<file path="src/rtl/gsensor_spi_responder.sv">
// gsensor_spi_responder: SPI mode-3 slave that models the accelerometer end of the
// gsensor_* link. It holds a 64x8 register file, and a local port can read and write it.
//
// Ports:
//   clk_clk, reset_reset      system clock and synchronous active-high reset
//   gsensor_SCLK/MOSI/SS_n    SPI inputs from the master (SCLK idles high)
//   gsensor_MISO, _oe         SPI data back to the master, plus its drive enable
//   reg_wr_en/addr/wdata      local write port
//   reg_rdata                 local read data (registered, 1-cycle latency)
//   spi_wr_strobe/addr/data   one-cycle pulse with address and data for each SPI byte write
//   frame_err                 one-cycle pulse when SS_n rises partway through a byte
//
// Build option: define GSENSOR_RESP_DEVID_LOCK_EN to make register 0x00 a read-only
// DEVID_VAL. Without it, 0x00 is an ordinary register.
module gsensor_spi_responder #(
    parameter int         SYNC_STAGES = 2,
    parameter logic [7:0] DEVID_VAL   = 8'hE5,
    parameter int         ADDR_W      = 6
) (
    input  logic              clk_clk,
    input  logic              reset_reset,
    input  logic              gsensor_SCLK,
    input  logic              gsensor_MOSI,
    input  logic              gsensor_SS_n,
    output logic              gsensor_MISO,
    output logic              gsensor_MISO_oe,
    input  logic              reg_wr_en,
    input  logic [ADDR_W-1:0] reg_addr,
    input  logic [7:0]        reg_wdata,
    output logic [7:0]        reg_rdata,
    output logic              spi_wr_strobe,
    output logic [ADDR_W-1:0] spi_wr_addr,
    output logic [7:0]        spi_wr_data,
    output logic              frame_err
);

`ifdef GSENSOR_RESP_DEVID_LOCK_EN
    localparam bit LOCK_EN = 1'b1;
`else
    localparam bit LOCK_EN = 1'b0;
`endif

    localparam int DEPTH = 1 << ADDR_W;

    typedef enum logic [1:0] {
        S_IDLE,
        S_CMD,
        S_WR,
        S_RD
    } state_t;

    logic [SYNC_STAGES-1:0] sclk_sr;
    logic [SYNC_STAGES-1:0] mosi_sr;
    logic [SYNC_STAGES-1:0] ss_sr;
    logic                   sclk_prev;
    logic                   ss_prev;

    logic sclk_s;
    logic mosi_s;
    logic ss_s;
    logic sclk_rise;
    logic sclk_fall;
    logic ss_rise;
    logic ss_fall;

    state_t            state;
    logic [2:0]        bit_cnt;
    logic [7:0]        rx_shift;
    logic [7:0]        tx_shift;
    logic [7:0]        rx_byte;
    logic              cmd_mb;
    logic [ADDR_W-1:0] addr;
    logic [ADDR_W-1:0] next_addr;
    logic [7:0]        mem [DEPTH];

    function automatic logic is_locked(input logic [ADDR_W-1:0] a);
        return LOCK_EN && (a == '0);
    endfunction

    function automatic logic [7:0] rd_reg(input logic [ADDR_W-1:0] a);
        return is_locked(a) ? DEVID_VAL : mem[a];
    endfunction

    assign sclk_s = sclk_sr[SYNC_STAGES-1];
    assign mosi_s = mosi_sr[SYNC_STAGES-1];
    assign ss_s   = ss_sr[SYNC_STAGES-1];

    assign sclk_rise = sclk_s & ~sclk_prev;
    assign sclk_fall = ~sclk_s & sclk_prev;
    assign ss_rise   = ss_s & ~ss_prev;
    assign ss_fall   = ~ss_s & ss_prev;

    // The received byte includes the bit sampled on this rise.
    assign rx_byte   = {rx_shift[6:0], mosi_s};
    assign next_addr = cmd_mb ? addr + ADDR_W'(1) : addr;

    always_ff @(posedge clk_clk) begin
        if (reset_reset) begin
            sclk_sr         <= '1;
            mosi_sr         <= '0;
            // SS_n is treated as "low" out of reset. If it really is low (a frame
            // was already running), no falling edge is ever seen and the rest of
            // that frame is ignored until SS_n goes high.
            ss_sr           <= '0;
            sclk_prev       <= 1'b1;
            ss_prev         <= 1'b0;
            state           <= S_IDLE;
            bit_cnt         <= 3'd0;
            rx_shift        <= 8'h00;
            tx_shift        <= 8'hFF;
            cmd_mb          <= 1'b0;
            addr            <= '0;
            gsensor_MISO    <= 1'b1;
            gsensor_MISO_oe <= 1'b0;
            reg_rdata       <= 8'h00;
            spi_wr_strobe   <= 1'b0;
            spi_wr_addr     <= '0;
            spi_wr_data     <= 8'h00;
            frame_err       <= 1'b0;
            for (int i = 0; i < DEPTH; i++) begin
                mem[i] <= 8'h00;
            end
        end else begin
            sclk_sr   <= {sclk_sr[SYNC_STAGES-2:0], gsensor_SCLK};
            mosi_sr   <= {mosi_sr[SYNC_STAGES-2:0], gsensor_MOSI};
            ss_sr     <= {ss_sr[SYNC_STAGES-2:0], gsensor_SS_n};
            sclk_prev <= sclk_s;
            ss_prev   <= ss_s;

            spi_wr_strobe <= 1'b0;
            frame_err     <= 1'b0;
            reg_rdata     <= rd_reg(reg_addr);

            // The local write is assigned first, so an SPI write to the same
            // address in the same cycle overrides it.
            if (reg_wr_en && !is_locked(reg_addr)) begin
                mem[reg_addr] <= reg_wdata;
            end

            if (ss_rise) begin
                state           <= S_IDLE;
                gsensor_MISO_oe <= 1'b0;
                gsensor_MISO    <= 1'b1;
                bit_cnt         <= 3'd0;
                frame_err       <= (bit_cnt != 3'd0);
            end else begin
                unique case (state)
                    S_IDLE: begin
                        if (ss_fall) begin
                            state   <= S_CMD;
                            bit_cnt <= 3'd0;
                        end
                    end
                    S_CMD: begin
                        if (sclk_rise) begin
                            rx_shift <= rx_byte;
                            bit_cnt  <= bit_cnt + 3'd1;
                            if (bit_cnt == 3'd7) begin
                                cmd_mb <= rx_byte[6];
                                addr   <= rx_byte[ADDR_W-1:0];
                                if (rx_byte[7]) begin
                                    state           <= S_RD;
                                    tx_shift        <= rd_reg(rx_byte[ADDR_W-1:0]);
                                    gsensor_MISO_oe <= 1'b1;
                                end else begin
                                    state <= S_WR;
                                end
                            end
                        end
                    end
                    S_WR: begin
                        if (sclk_rise) begin
                            rx_shift <= rx_byte;
                            bit_cnt  <= bit_cnt + 3'd1;
                            if (bit_cnt == 3'd7) begin
                                if (!is_locked(addr)) begin
                                    mem[addr]     <= rx_byte;
                                    spi_wr_strobe <= 1'b1;
                                    spi_wr_addr   <= addr;
                                    spi_wr_data   <= rx_byte;
                                end
                                addr <= next_addr;
                            end
                        end
                    end
                    S_RD: begin
                        if (sclk_fall) begin
                            gsensor_MISO <= tx_shift[7];
                            tx_shift     <= {tx_shift[6:0], 1'b1};
                        end else if (sclk_rise) begin
                            bit_cnt <= bit_cnt + 3'd1;
                            if (bit_cnt == 3'd7) begin
                                addr     <= next_addr;
                                tx_shift <= rd_reg(next_addr);
                            end
                        end
                    end
                endcase
            end
        end
    end

endmodule

</file>
<file path="config.mk">
export PLATFORM = sky130hd
export DESIGN_NAME = gsensor_spi_responder
export DESIGN_NICKNAME = d
export VERILOG_FILES = /design/src/rtl/gsensor_spi_responder.sv
export SDC_FILE = /design/constraint.sdc
export NUM_CORES = 2
export LEC_CHECK = 0
export ABC_AREA = 1
export BUFFER_PORTS_ARGS = -buffer_cell sky130_fd_sc_hd__buf_4
export CAP_MARGIN = 0
export CELL_PAD_IN_SITES_DETAIL_PLACEMENT = 1
export CELL_PAD_IN_SITES_GLOBAL_PLACEMENT = 1
export CORE_MARGIN = 5
export CORE_UTILIZATION = 51
export CTS_CLUSTER_DIAMETER = 80
export DETAILED_ROUTE_END_ITERATION = 16
export PLACE_DENSITY = 0.83
export SYNTH_ARGS = -nofsm -noshare
export SYNTH_HDL_FRONTEND = slang
export SYNTH_SLANG_ARGS = --single-unit
</file>
<file path="constraint.sdc">
create_clock -name clk_clk -period 6.18 [get_ports clk_clk]
set_input_delay 1.236 -clock clk_clk [delete_from_list [all_inputs] [get_ports clk_clk]]
set_output_delay 1.236 -clock clk_clk [all_outputs]
set_load 0.05 [all_outputs]
</file>
* Word level (Yosys, flattened, before mapping) *
Memory sizes are Yosys's and may differ from the RTL's. A register that Yosys moved wholly into a read port is not among the register bits.
Index checks and enable logic that the tools add are counted.

word-level totals
  register bits = 53
  RAM bits = 512
  bits of input ports = 20
  output and inout bits = 26
  logic and storage cells = 99
  memories kept = 1

memory list
  name  words  bits a word  rd ports  clocked after Yosys merged registers in  write ports  RTL line  RTL
  mem   64     8            3         1                                        64           74        logic [7:0] mem [DEPTH];

cells by class
  $add $sub $neg = 2
  equality and inequality tests = 11
  mux-type cells = 40
  bitwise gates (word level) = 9
  reductions and logical operators = 19

operators by type and width
  kind                                                           number
  8-bit 2-to-1 mux                                               8
  6-bit 2-to-1 mux                                               8
  6-bit one-hot mux with 3 select lines                          1
  8-bit one-hot mux with 2 select lines                          1
  4-bit AND reduction                                            4
  8-bit OR reduction                                             2
  1-bit 2-to-1 mux                                               14
  2-bit != test, second input constant                           5
  3-bit 2-to-1 mux                                               3
  3-bit one-hot mux with 3 select lines                          1
  7-bit AND reduction                                            1
  6-bit by 1-bit adder with 6-bit output, second input constant  1
  2-bit 2-to-1 mux                                               3
  3-bit != test, second input constant                           2
  3-bit nonzero test                                             2
  2-bit OR reduction                                             3
  1-bit inverter                                                 5
  5-bit AND reduction                                            1
  1-bit bitwise AND                                              4
  2-bit equality test, second input constant                     2
  2-bit one-hot mux with 2 select lines                          1
  2-bit AND reduction                                            2
  2-bit nonzero test                                             2
  3-bit by 1-bit adder with 3-bit output, second input constant  1
  4 further kinds                                                4

* Depth between registers and ports, before layout *
  depth after elaboration = 9
  depth in mapped cells = 17
  depth with buffers taken out = 15

* Least setup slack after synthesis *
OpenSTA, ideal clock, no wires.

  path kind = input to register
  from = input reg_addr[2]
  to = memory mem[17][0], enable pin
  setup time = 0.329 ns
  arrival time = 2.744 ns
  data required time = 5.851 ns
  setup slack = 3.107 ns
  stages on the path = 10
  path buffers = 3
  cells stage by stage = buf_2 nor2_1 nand2_1 buf_2 buf_1 nor2_1 inv_2 nor2_1 nor2_1 nand2_1

RTL lines
  what         RTL line  RTL
  from (decl)  28        input logic [ADDR_W-1:0] reg_addr,
  to (decl)    74

* Worst setup path after layout *
  from = register addr[0]
  to = register tx_shift[7]

on the way
  cells in the longest elaborated chain, start to end = 7

ends and longest elaborated chain
  what                                       RTL line  RTL
  from (decl)                                72        logic [ADDR_W-1:0] addr;
  from (signal assigned)                     160       addr <= rx_byte[ADDR_W-1:0];
  from (signal assigned)                     182       addr <= next_addr;
  from (signal assigned)                     193       addr <= next_addr;
  6-bit by 1-bit adder with 6-bit output     95        assign next_addr = cmd_mb ? addr + ADDR_W'(1) : addr;
  6-bit 2-to-1 mux (*)                       95
  memory read 64 x 8 bit (*)                 n/a
  8-bit 2-to-1 mux (*)                       192       if (bit_cnt == 3'd7) begin
  8-bit 2-to-1 mux (*)                       190       end else if (sclk_rise) begin
  8-bit 2-to-1 mux (*)                       187       if (sclk_fall) begin
  8-bit one-hot mux with 2 select lines (*)  147       unique case (state)
  to (signal assigned)                       163       tx_shift <= rd_reg(rx_byte[ADDR_W-1:0]);
  to (signal assigned)                       189       tx_shift <= {tx_shift[6:0], 1'b1};
  to (signal assigned)                       194       tx_shift <= rd_reg(next_addr);
  to (decl)                                  69        logic [7:0] tx_shift;

Every way passes the cells marked *; elsewhere a longest branch is shown, timed or not. The select of a mux whose other input is x is not followed.
A chain may end at the register's enable or synchronous reset.

==> summary.md <==
| Metric | Value |
|---|---|
| Outcome | finished, final reports clean |
| Critical path type | reg2reg |
| Fin. Hold Viols | 0 |
| Final antenna-violating net count | 0 |
| Global routing usage on met3 | 16.4% |
| Post-Syn Instances | 5,608 |
| Top cell type's share of synthesized area | 38.6% |
| R2R Setup Slk | 2.09 ns |
| Top post-synthesis cells by area | edfxtp_1 39%, nand3_1 18%, nand2_1 11% |
| Starting Density | 51.4% |
| TritonCTS clock tree | yes |
| Worst-margin pin slew | 1.31 ns |
| Number of global-route vias before repair | 43,683 |
| TritonCTS Sinks | 573 |
| Cell breakdown of the critical path | ha_1, nand2_1, nand2_1, nand2_2, inv_2, buf_4, nand3_1, nand3_1, nand3_1, nand3_1, nand2_1, nand2_1, nand2_1, nand2_1, nand2_1 |
| Routed WL | 210 mm |
| Syn_area_per_cell | 7.10 sq um |
| Post-CTS Setup Inserts | 0 |
| Post-Route Skew | 0.0175 ns |
| Synth area leader | edfxtp_1 |
| Register Area | 16,600 sq um |
| Predominant post-synthesis flop cell | edfxtp_1 |
| Crit path from | addr[0] |
| Initial DRT Pass Iterations | 7 |
| Dpl hpwl | 135 mm |
| Most frequent cells in the layout | 1,438 x nand3_1, 1,166 x nand2_1, 628 x o21ai_0 |
| Layout cells sized above 1 | 5.90% |
| RSZ-0062 raised after global routing | false |
| Hold buffer count at cts | 0 |
| Drt wl/cell | 32.7 microns |
| CP Capture Type | flop |
| Pwr dens | 264 nW/um^2 |
| Nature of the critical path startpoint | flop |
| Worst path most repeated cell | nand2_1 |
| Max Root-Sink Buffers | 3 |
| Met1 Track Usage GR | 61.1% |
| Max Slew Vio Count | 0 |
| Final Non-Filler Cells | 6,432 |
| Clk pwr share | 38.0% |
| Die width | 289 microns |
| GR peak layer | met2 |
| # rows | 102 |
| Logic pwr share | 20.6% |
| Synth-to-layout area growth | 7.23% |
| Clk_lat worst skew | 0.65 ns |
| Setup TNS | 0 ns |
| Hold Crit Start | mosi_sr[0] |
| Multi-input logic area | 19,300 sq um |
| DRC errors left | 0 |
| Worst-path clk slew | 0.06 ns |
| Post-synthesis cell area | 39,800 sq um |
| Synth Register Bits | 573 |
| Post-synthesis async set-or-reset flop share | 0% |
| Reg2Reg Depth | 15 |
| CP top delay family | simple AND/OR/NAND/NOR gates |
| Crit path required time | 6.71 ns |
| Worst slew margin | 12.1% |
| CP arrival | 4.62 ns |
| Initial antenna violation count | 5 |
| Worst Hold Path Cells | 2 |
| H-tree levels | 3 |
| Worst vdd ir | 0.217 mV |
| EDFF count, synth | 512 |
| Vias per cell | 7.13 |
| Slowest-stage cell, CP | inv_2 |
| Reg2reg end | tx_shift[7] |
| Yosys cell types | 39 |
| Largest net degree at the start of global routing | 164 |
| Iteration-0 DRC count of the detailed router | 7,863 |
| Buffers plus inverters on the worst setup path | 2 |
| Final net count | 5,363 |
| DR vias | 45,890 |
| Post-CTS Resized | 0 |
| Ys Warns | 0 |
| Core area | 77,500 sq um |
| Total power | 11.3 mW |
| Global route overflow | 0 |
| Worst Hold End | mosi_sr[1] |
| Final period util | 66.2% |
| P_sw | 3.80 mW |
| Internal | 7.46 mW |
| Most common cell after layout, fill and taps aside | nand3_1 |
| Max-cap violations | 0 |
| Min-delay worst type | reg2reg |
| Final Setup Violations | 0 |
| Fillers | 9,941 |
| Reg power frac | 41.4% |
| Crit-path max FO | 24 |
| Fmax achieved | 245 MHz |
| Die height | 289 microns |
| Tot GR Track Use | 48.5% |
| Final min period | 4.09 ns |
| Register area share after synthesis | 41.7% |
| CTS Buf Count | 70 |
| Placed insts | 6,301 |
| Routability cong. | 1.05 |
| FF-to-FF Start | addr[0] |
| Critical Path Max Stage Delay | 0.90 ns |
| Root buffer cell | clkbuf_16 |
| Post-Syn Nets | 5,638 |
| LEAKAGE | 16.7 nW |
| Die ar. | 83,800 sq um |
| Sw frac | 33.8% |
| Port Buffers | 45 |
| Io pins | 46 |
| First-pass GRT wire length | 298 mm |
| M2 GR Usage | 68.4% |
## Yosys cell counts, types with 13 or more instances
master / n
clkbuf_1: 311
buf_2: 119
o21ai_1: 29
nor3_1: 17
nor3_2: 13
nor2_1: 191
buf_1: 50
o221ai_1: 14
nand2_1: 1170
a22oi_1: 31
nand3_1: 1444
inv_2: 26
o22ai_1: 127
a21oi_1: 167
o2111ai_1: 16
o211ai_1: 43
dfxtp_1: 61
nand4_1: 17
edfxtp_1: 512
inv_1: 518
o21ai_0: 628
nand3b_1: 37
## worst register-to-register path: cells and delay by family, from the launching register on
family / cells / cell delay (ns)
fa+ha+maj: 1 / 0.28
buf+inv: 2 / 1.31
simple gates: 12 / 1.81
flops: 1 / 0.57
## cell type report
type	count	share of cell area, %
sequential	573	38.9
clock buffer	95	4.54
inverter	550	4.89
antenna	4	0.0234
tap	1040	3.05
clock inverter	32	0.829
multi-input combinational	4005	45.2
timing repair buffer	133	2.54
## worst max-delay path by stage
stage / to / cells past startpoint
floorplan: mem[17][0] / 10
global placement: mem[58][3] / 6
detailed placement: mem[58][3] / 6
CTS: tx_shift[7] / 15
global route: tx_shift[7] / 15
finish: tx_shift[7] / 15
## power by group through the flow
stage / Sequential (mW) / Clock [mW] / Combinational, mW
floorplan: 4.59 / 0 / 1.31
global placement: 4.71 / 0 / 2.10
detailed placement: 4.71 / 0 / 2.15
CTS: 4.64 / 4.25 / 2.17
global route: 4.66 / 4.42 / 2.36
finish: 4.66 / 4.28 / 2.32
## flip-flops by register name (all words and copies together) (netlist names), 2 cells and up
| signal | cells |
|---|---|
| mosi_sr | 2 |
| state | 2 |
| tx_shift | 8 |
| sclk_sr | 2 |
| rx_shift | 7 |
| mem | 512 |
| spi_wr_data | 8 |
| spi_wr_addr | 6 |
| reg_rdata | 8 |
| bit_cnt | 3 |
| ss_sr | 2 |
| addr | 6 |
## metrics by stage
| step | setup slack [ns] | hold WS, ns | cell area (sq um) | utilization [%] |
|---|---|---|---|---|
| after floorplan | 3.11 | 0.388 | 39800 | - |
| after global routing | 2.13 | 0.426 | 42700 | 55.1 |
| after global placement | 1.97 | 0.383 | 40400 | 52.1 |
| after detailed placement | 1.93 | 0.400 | 40400 | 52.1 |
| after CTS | 2.30 | 0.411 | 42700 | 55.1 |
| final | 2.09 | 0.407 | 42700 | 55.1 |
## per-layer routing
layer  part of all wire, %  up-vias
met5                 0.049        -
met3                    16     1322
met4                    10        4
met1                    34    21581
met2                    40     4147
li1                      -    18836
## logic make-up after synthesis
kind of cell	after synthesis	share of synthesized area, %
AOI/OAI and AO/OA	1087	15.1
xor gates and xnor gates	2	0.0817
adders and majority gates	10	0.314
buffers and inverters	1030	10.1
DFF	573	41.7
and+or+nand+nor	2906	32.8
No activity file was read; power rests on OpenSTA's default activity.
